<file path="src/rtl/lif_spike_monitor_if.sv">
// Result/control bundle between the LIF spike monitor and its host/readout logic.
interface lif_spike_monitor_if;
  logic       en;
  logic       spike_in;
  logic       out_ready;
  logic       out_valid;
  logic [7:0] rate_count;
  logic [7:0] isi_last;
  logic [7:0] isi_min;
  logic       burst;
  logic       overrun;

  // Host side: drives enable, spike stream and ready; observes the result register.
  modport master (
    output en, spike_in, out_ready,
    input  out_valid, rate_count, isi_last, isi_min, burst, overrun
  );

  // Monitor side.
  modport slave (
    input  en, spike_in, out_ready,
    output out_valid, rate_count, isi_last, isi_min, burst, overrun
  );
endinterface

</file>
<file path="src/rtl/lif_spike_monitor.sv">
// Windowed spike statistics for one LIF neuron: event count, last/min ISI and burst flag,
// reported per observation window through a valid/ready holding register.
module lif_spike_monitor #(
  parameter int unsigned WINDOW    = 256,
  parameter int unsigned BURST_ISI = 4
) (
  input logic                clk,
  input logic                rst,
  lif_spike_monitor_if.slave mon
);

  localparam logic [7:0] WinLast = 8'(WINDOW - 1);
  localparam logic [7:0] Sat     = 8'hFF;

  typedef enum logic [0:0] {StIdle, StRun} state_e;

  state_e     r_state, w_state_d;
  logic [7:0] r_win;
  logic       r_spike_q;
  logic [7:0] r_isi_cnt;
  logic       r_have_prev;
  logic [7:0] r_isi_last;
  logic [7:0] r_cnt;
  logic [7:0] r_min;
  logic       r_burst;

  logic       r_out_valid;
  logic [7:0] r_out_rate;
  logic [7:0] r_out_last;
  logic [7:0] r_out_min;
  logic       r_out_burst;
  logic       r_overrun;

  logic [7:0] w_win_cur;
  logic       w_event;
  logic       w_meas;
  logic       w_closing;
  logic [7:0] w_cnt_nx;
  logic [7:0] w_last_nx;
  logic [7:0] w_min_nx;
  logic       w_burst_nx;
  logic       w_hs;
  logic       w_load;
  logic       w_drop;

  // State register.
  always_ff @(posedge clk or posedge rst) begin
    if (rst) r_state <= StIdle;
    else     r_state <= w_state_d;
  end

  // Next state: enable alone decides; any low cycle abandons the window.
  always_comb begin
    w_state_d = StIdle;
    if (mon.en) w_state_d = StRun;
  end

  // Event detection, ISI measurement and window-close decode, all for the current cycle.
  always_comb begin
    // The first RUN cycle is always window cycle 0, whatever the counter holds.
    w_win_cur  = (r_state == StIdle) ? 8'd0 : r_win;
    w_event    = mon.en & mon.spike_in & ~r_spike_q;
    w_meas     = w_event & r_have_prev;
    w_closing  = mon.en & (w_win_cur == WinLast);
    w_cnt_nx   = (w_event && r_cnt != Sat) ? r_cnt + 8'd1 : r_cnt;
    w_last_nx  = w_meas ? r_isi_cnt : r_isi_last;
    w_min_nx   = (w_meas && r_isi_cnt < r_min) ? r_isi_cnt : r_min;
    w_burst_nx = r_burst | (w_meas && (32'(r_isi_cnt) <= BURST_ISI));
    w_hs       = r_out_valid & mon.out_ready;
    // A result may load into an empty register or one being drained this very cycle.
    w_load     = w_closing & (~r_out_valid | mon.out_ready);
    w_drop     = w_closing & ~w_load;
  end

  // Window counter, ISI counter and per-window accumulators.
  always_ff @(posedge clk or posedge rst) begin
    if (rst) begin
      r_win       <= '0;
      r_spike_q   <= 1'b0;
      r_isi_cnt   <= '0;
      r_have_prev <= 1'b0;
      r_isi_last  <= '0;
      r_cnt       <= '0;
      r_min       <= Sat;
      r_burst     <= 1'b0;
    end else if (!mon.en) begin
      r_win       <= '0;
      r_spike_q   <= 1'b0;
      r_isi_cnt   <= '0;
      r_have_prev <= 1'b0;
      r_isi_last  <= '0;
      r_cnt       <= '0;
      r_min       <= Sat;
      r_burst     <= 1'b0;
    end else begin
      r_spike_q  <= mon.spike_in;
      r_isi_last <= w_last_nx;
      if (w_event)               r_isi_cnt <= 8'd1;
      else if (r_isi_cnt != Sat) r_isi_cnt <= r_isi_cnt + 8'd1;
      if (w_event) r_have_prev <= 1'b1;
      if (w_closing) begin
        r_win   <= '0;
        r_cnt   <= '0;
        r_min   <= Sat;
        r_burst <= 1'b0;
      end else begin
        r_win   <= w_win_cur + 8'd1;
        r_cnt   <= w_cnt_nx;
        r_min   <= w_min_nx;
        r_burst <= w_burst_nx;
      end
    end
  end

  // Result holding register with valid/ready handshake and sticky overrun.
  always_ff @(posedge clk or posedge rst) begin
    if (rst) begin
      r_out_valid <= 1'b0;
      r_out_rate  <= '0;
      r_out_last  <= '0;
      r_out_min   <= Sat;
      r_out_burst <= 1'b0;
      r_overrun   <= 1'b0;
    end else begin
      if (w_load) begin
        r_out_valid <= 1'b1;
        r_out_rate  <= w_cnt_nx;
        r_out_last  <= w_last_nx;
        r_out_min   <= w_min_nx;
        r_out_burst <= w_burst_nx;
      end else if (w_hs) begin
        r_out_valid <= 1'b0;
      end
      if (w_drop) r_overrun <= 1'b1;
    end
  end

  // Output drive.
  always_comb begin
    mon.out_valid  = r_out_valid;
    mon.rate_count = r_out_rate;
    mon.isi_last   = r_out_last;
    mon.isi_min    = r_out_min;
    mon.burst      = r_out_burst;
    mon.overrun    = r_overrun;
  end

endmodule

</file>
<file path="src/flat_wrapper.sv">
// flat-port wrapper written by rule: the top's interface ports become plain ports
module lif_spike_monitor_flat 
#(
  parameter int unsigned WINDOW    = 256,
  parameter int unsigned BURST_ISI = 4
)
  (clk, rst, mon_en, mon_spike_in, mon_out_ready, mon_out_valid, mon_rate_count, mon_isi_last, mon_isi_min, mon_burst, mon_overrun);
  lif_spike_monitor_if mon_i ();
  input logic clk;
  input logic rst;
  input wire logic [$bits(mon_i.en)-1:0] mon_en;
  input wire logic [$bits(mon_i.spike_in)-1:0] mon_spike_in;
  input wire logic [$bits(mon_i.out_ready)-1:0] mon_out_ready;
  output wire logic [$bits(mon_i.out_valid)-1:0] mon_out_valid;
  output wire logic [$bits(mon_i.rate_count)-1:0] mon_rate_count;
  output wire logic [$bits(mon_i.isi_last)-1:0] mon_isi_last;
  output wire logic [$bits(mon_i.isi_min)-1:0] mon_isi_min;
  output wire logic [$bits(mon_i.burst)-1:0] mon_burst;
  output wire logic [$bits(mon_i.overrun)-1:0] mon_overrun;
  assign mon_i.en = mon_en;
  assign mon_i.spike_in = mon_spike_in;
  assign mon_i.out_ready = mon_out_ready;
  assign mon_out_valid = mon_i.out_valid;
  assign mon_rate_count = mon_i.rate_count;
  assign mon_isi_last = mon_i.isi_last;
  assign mon_isi_min = mon_i.isi_min;
  assign mon_burst = mon_i.burst;
  assign mon_overrun = mon_i.overrun;
  lif_spike_monitor #(.WINDOW(WINDOW), .BURST_ISI(BURST_ISI)) u_core (.clk(clk), .rst(rst), .mon(mon_i));
endmodule
</file>
<file path="config.mk">
export PLATFORM = sky130hd
export DESIGN_NAME = lif_spike_monitor_flat
export DESIGN_NICKNAME = d
export VERILOG_FILES = /design/src/rtl/lif_spike_monitor_if.sv /design/src/rtl/lif_spike_monitor.sv /design/src/flat_wrapper.sv
export SDC_FILE = /design/constraint.sdc
export NUM_CORES = 1
export LEC_CHECK = 0
export CORE_MARGIN = 2
export CORE_UTILIZATION = 61
export CTS_CLUSTER_DIAMETER = 120
export CTS_CLUSTER_SIZE = 20
export DETAILED_ROUTE_END_ITERATION = 6
export GPL_TIMING_DRIVEN = 0
export PLACE_DENSITY = 0.91
export SLEW_MARGIN = 20
export SYNTH_ARGS = -nofsm -noshare
export SYNTH_HDL_FRONTEND = slang
export SYNTH_SLANG_ARGS = --single-unit
</file>
<file path="constraint.sdc">
create_clock -name clk -period 4.7 [get_ports clk]
set_input_delay 0.94 -clock clk [delete_from_list [all_inputs] [get_ports clk]]
set_output_delay 0.94 -clock clk [all_outputs]
set_load 0.05 [all_outputs]
</file>
==> metrics <==
Buffers & Inverters on Critical Path=1; number of DRC markers after the initial detailed-route iteration=117; Routability Congestion=0.840; cell count after synthesis=317; period utilization=56.0%; Register-to-Register Path Depth=6; Skew-Pair Late Insertion Delay=0.36 ns; Hold Path Depth=2; Worst Tran Pin Value=0.513 ns; min-delay src=u_core.mon.isi_last[2]$_DFFE_PP0P_; row cnt=26; worst-case clock buffer depth=2; Setup TNS=0 ns; initial antenna violation count=0; H-tree levels=3; syn_nets=333; n_diodes=0; Pins Over Slew Limit=0; Synth Flop Type=dfrtp_1; area grow syn2layout=18.3%; CTS Buf Count=9; largest net degree at the start of global routing=58; drt total wl=6630 um; Setup violations, final=0; #FFs+latches synth=71; crit-path leading delay family=buffers and inverters; Pre-Repair DR Iteration Count=4; Worst Hold Path EP=u_core.mon.isi_last[2]$_DFFE_PP0P_; critical-path maximum fanout=2; VDD IR max=0.287 mV; Max Cap Violations=0; Power Dens Cells=291 nW/um^2; Leak=1.83 nW; Initial Util=63.9%; Crit Path Category=reg -> out; DRC Markers=0; CP Capture Type=output pin; via count=2458; Hold Crit Class=reg -> reg; Hold-fix buffers, CTS=0; area of the die=5990 sq um; Setup Skew=0.00437 ns; first-pass GRT wire length=11200 um; clock slew seen by the registers of the worst setup and hold paths=0.07 ns; clock root buffer=clkbuf_8; CTS tree=yes; worst path required time=3.76 ns; Yosys cell types=47; CP Cell Sequence=clkdlybuf4s50_1; Layout Cells excl Fill=435; status=finished clean; CP Depth=1; share of synthesized registers carrying an async set or reset=100%; chip width=77.4 um; CP max stage delay=0.80 ns; mapped cell area=3290 sq um; Final min period=2.63 ns; Avg WL per Cell=15.2 um; CP max stage cell=clkdlybuf4s50_1; Final Hold Violating Endpoints=0; port buffer count=31; post-route ant nets=0; reg2reg end=u_core.mon.isi_min[2]$_DFFE_PP1P_; DP HPWL=4510 um; Post-CTS Setup Bufs=0; Max-slew headroom=65.7%; area of the core=5140 sq um; vias in the first global route=2390; Worst EP arrival=1.69 ns; number of enable flip-flop cells after synthesis=0; sequential-to-total area share from yosys stat=54.7%; RSZ-0062 raised after global routing=false; final core occ=75.6%; fmax=0.380 GHz; CTS sink cnt=71; FF-to-FF Start=u_core.r_isi_cnt[2]$_DFFE_PP0P_; share of cells above drive strength 1=15.3%; Boundary Pins=32; Syn Area/Cell=10.4 sq um; yosys warns=0; vias per cell=5.65; Inst Count DP=419; Setup crit start kind=flip-flop; Total GRT Usage=24.1%; Resized Gates After CTS=0; reg-to-reg slack, setup=2.65 ns; Nets=376; gr ovfl total=0; die height=77.4 um
## metal layers
layer,routed length (um),global-route usage [%],vias up
li1,-,-,1174
met1,2900,31.3,1207
met2,3330,39.4,62
met3,256,4.42,15
met4,148,11.8,0
met5,0,0,-
## report_power, final
part / total [W] / internal [W] / switching (W)
combinational: 0.0000672 / 0.0000245 / 0.0000427
sequential: 0.000633 / 0.000623 / 0.0000101
clock: 0.000433 / 0.000203 / 0.000230
total: 0.00113 / 0.000850 / 0.000283
## cell usage after synthesis (5+ instances only)
| cell type | count | area share, % |
|---|---|---|
| a31oi_1 | 10 | 1.9 |
| and2_1 | 5 | 0.95 |
| dfrtp_1 | 55 | 42 |
| dfstp_2 | 16 | 13 |
| ha_1 | 11 | 4.2 |
| inv_1 | 13 | 1.5 |
| mux2i_1 | 10 | 3.0 |
| nand2_1 | 46 | 5.3 |
| nand3_1 | 20 | 3.0 |
| nor2_1 | 34 | 3.9 |
| nor2b_1 | 10 | 1.9 |
| o21ai_0 | 20 | 3.0 |
| xor2_1 | 7 | 1.9 |
## flip-flops by register name (all words and copies together), names as in the netlist
| signal | flops |
|---|---|
| u_core.r_have_prev | 1 |
| u_core.r_spike_q | 1 |
| u_core.r_burst | 1 |
| u_core.r_state | 1 |
| u_core.mon.overrun | 1 |
| u_core.r_win | 8 |
| u_core.mon.burst | 1 |
| u_core.r_isi_cnt | 8 |
| u_core.mon.rate_count | 8 |
| u_core.mon.isi_last | 8 |
| u_core.r_cnt | 8 |
| u_core.r_min | 8 |
| u_core.mon.isi_min | 8 |
| u_core.mon.out_valid | 1 |
| u_core.r_isi_last | 8 |
## stage by stage
stage	power, W	hold WS [ns]	worst slack (ns)	area, sq um
after global routing	0.00117	0.510	2.04	3890
after detailed placement	0.000711	0.474	2.08	3710
after CTS	0.00114	0.490	2.05	3890
after floorplan	0.000689	0.470	1.99	3290
final	0.00113	0.483	2.07	3890
after global placement	0.000704	0.459	0.943	3680
## cell usage in the layout (no fill, tap or decap), types with 11 or more instances in the layout
master,n
inv_1,12
o21ai_0,20
dfrtp_1,55
ha_1,11
dfstp_2,16
nand2_1,46
nand3_1,20
nor2_1,34
clkdlybuf4s50_1,31
## kinds of logic (layout without fill, tap and decap cells)
| logic type | count (synthesis) | in the layout | share of synthesized area [%] |
|---|---|---|---|
| compound gates | 48 | 48 | 9.98 |
| xor+xnor | 11 | 11 | 2.93 |
| fa+ha+maj | 11 | 11 | 4.19 |
| buf+inv | 24 | 72 | 3.73 |
| flops | 71 | 71 | 54.7 |
| mux | 10 | 10 | 3.05 |
| simple gates | 142 | 142 | 21.4 |
## worst max-delay path by stage
stage | start | slack [ns] | end
after global placement | rst | 0.94 | u_core.mon.rate_count[6]$_DFFE_PP0P_
final | u_core.mon.isi_min[5]$_DFFE_PP1P_ | 2.07 | mon_isi_min[5]
after detailed placement | mon_en | 2.08 | u_core.mon.isi_min[2]$_DFFE_PP1P_
after global routing | u_core.mon.isi_min[0]$_DFFE_PP1P_ | 2.04 | mon_isi_min[0]
after floorplan | rst | 1.99 | u_core.mon.burst$_DFFE_PP0P_
after CTS | u_core.mon.isi_min[5]$_DFFE_PP1P_ | 2.05 | mon_isi_min[5]
## cell type report
| cell class | instances | area [sq um] |
|---|---|---|
| sequential | 71 | 1800 |
| multi-input combinational | 222 | 1370 |
| fill | 349 | 1250 |
| timing repair buffer | 32 | 338 |
| clock buffer | 10 | 138 |
| tap | 70 | 87.6 |
| buffer | 11 | 73.8 |
| inverter | 13 | 51.3 |
| clock inverter | 6 | 36.3 |
Power figures use the tool's default switching activity.
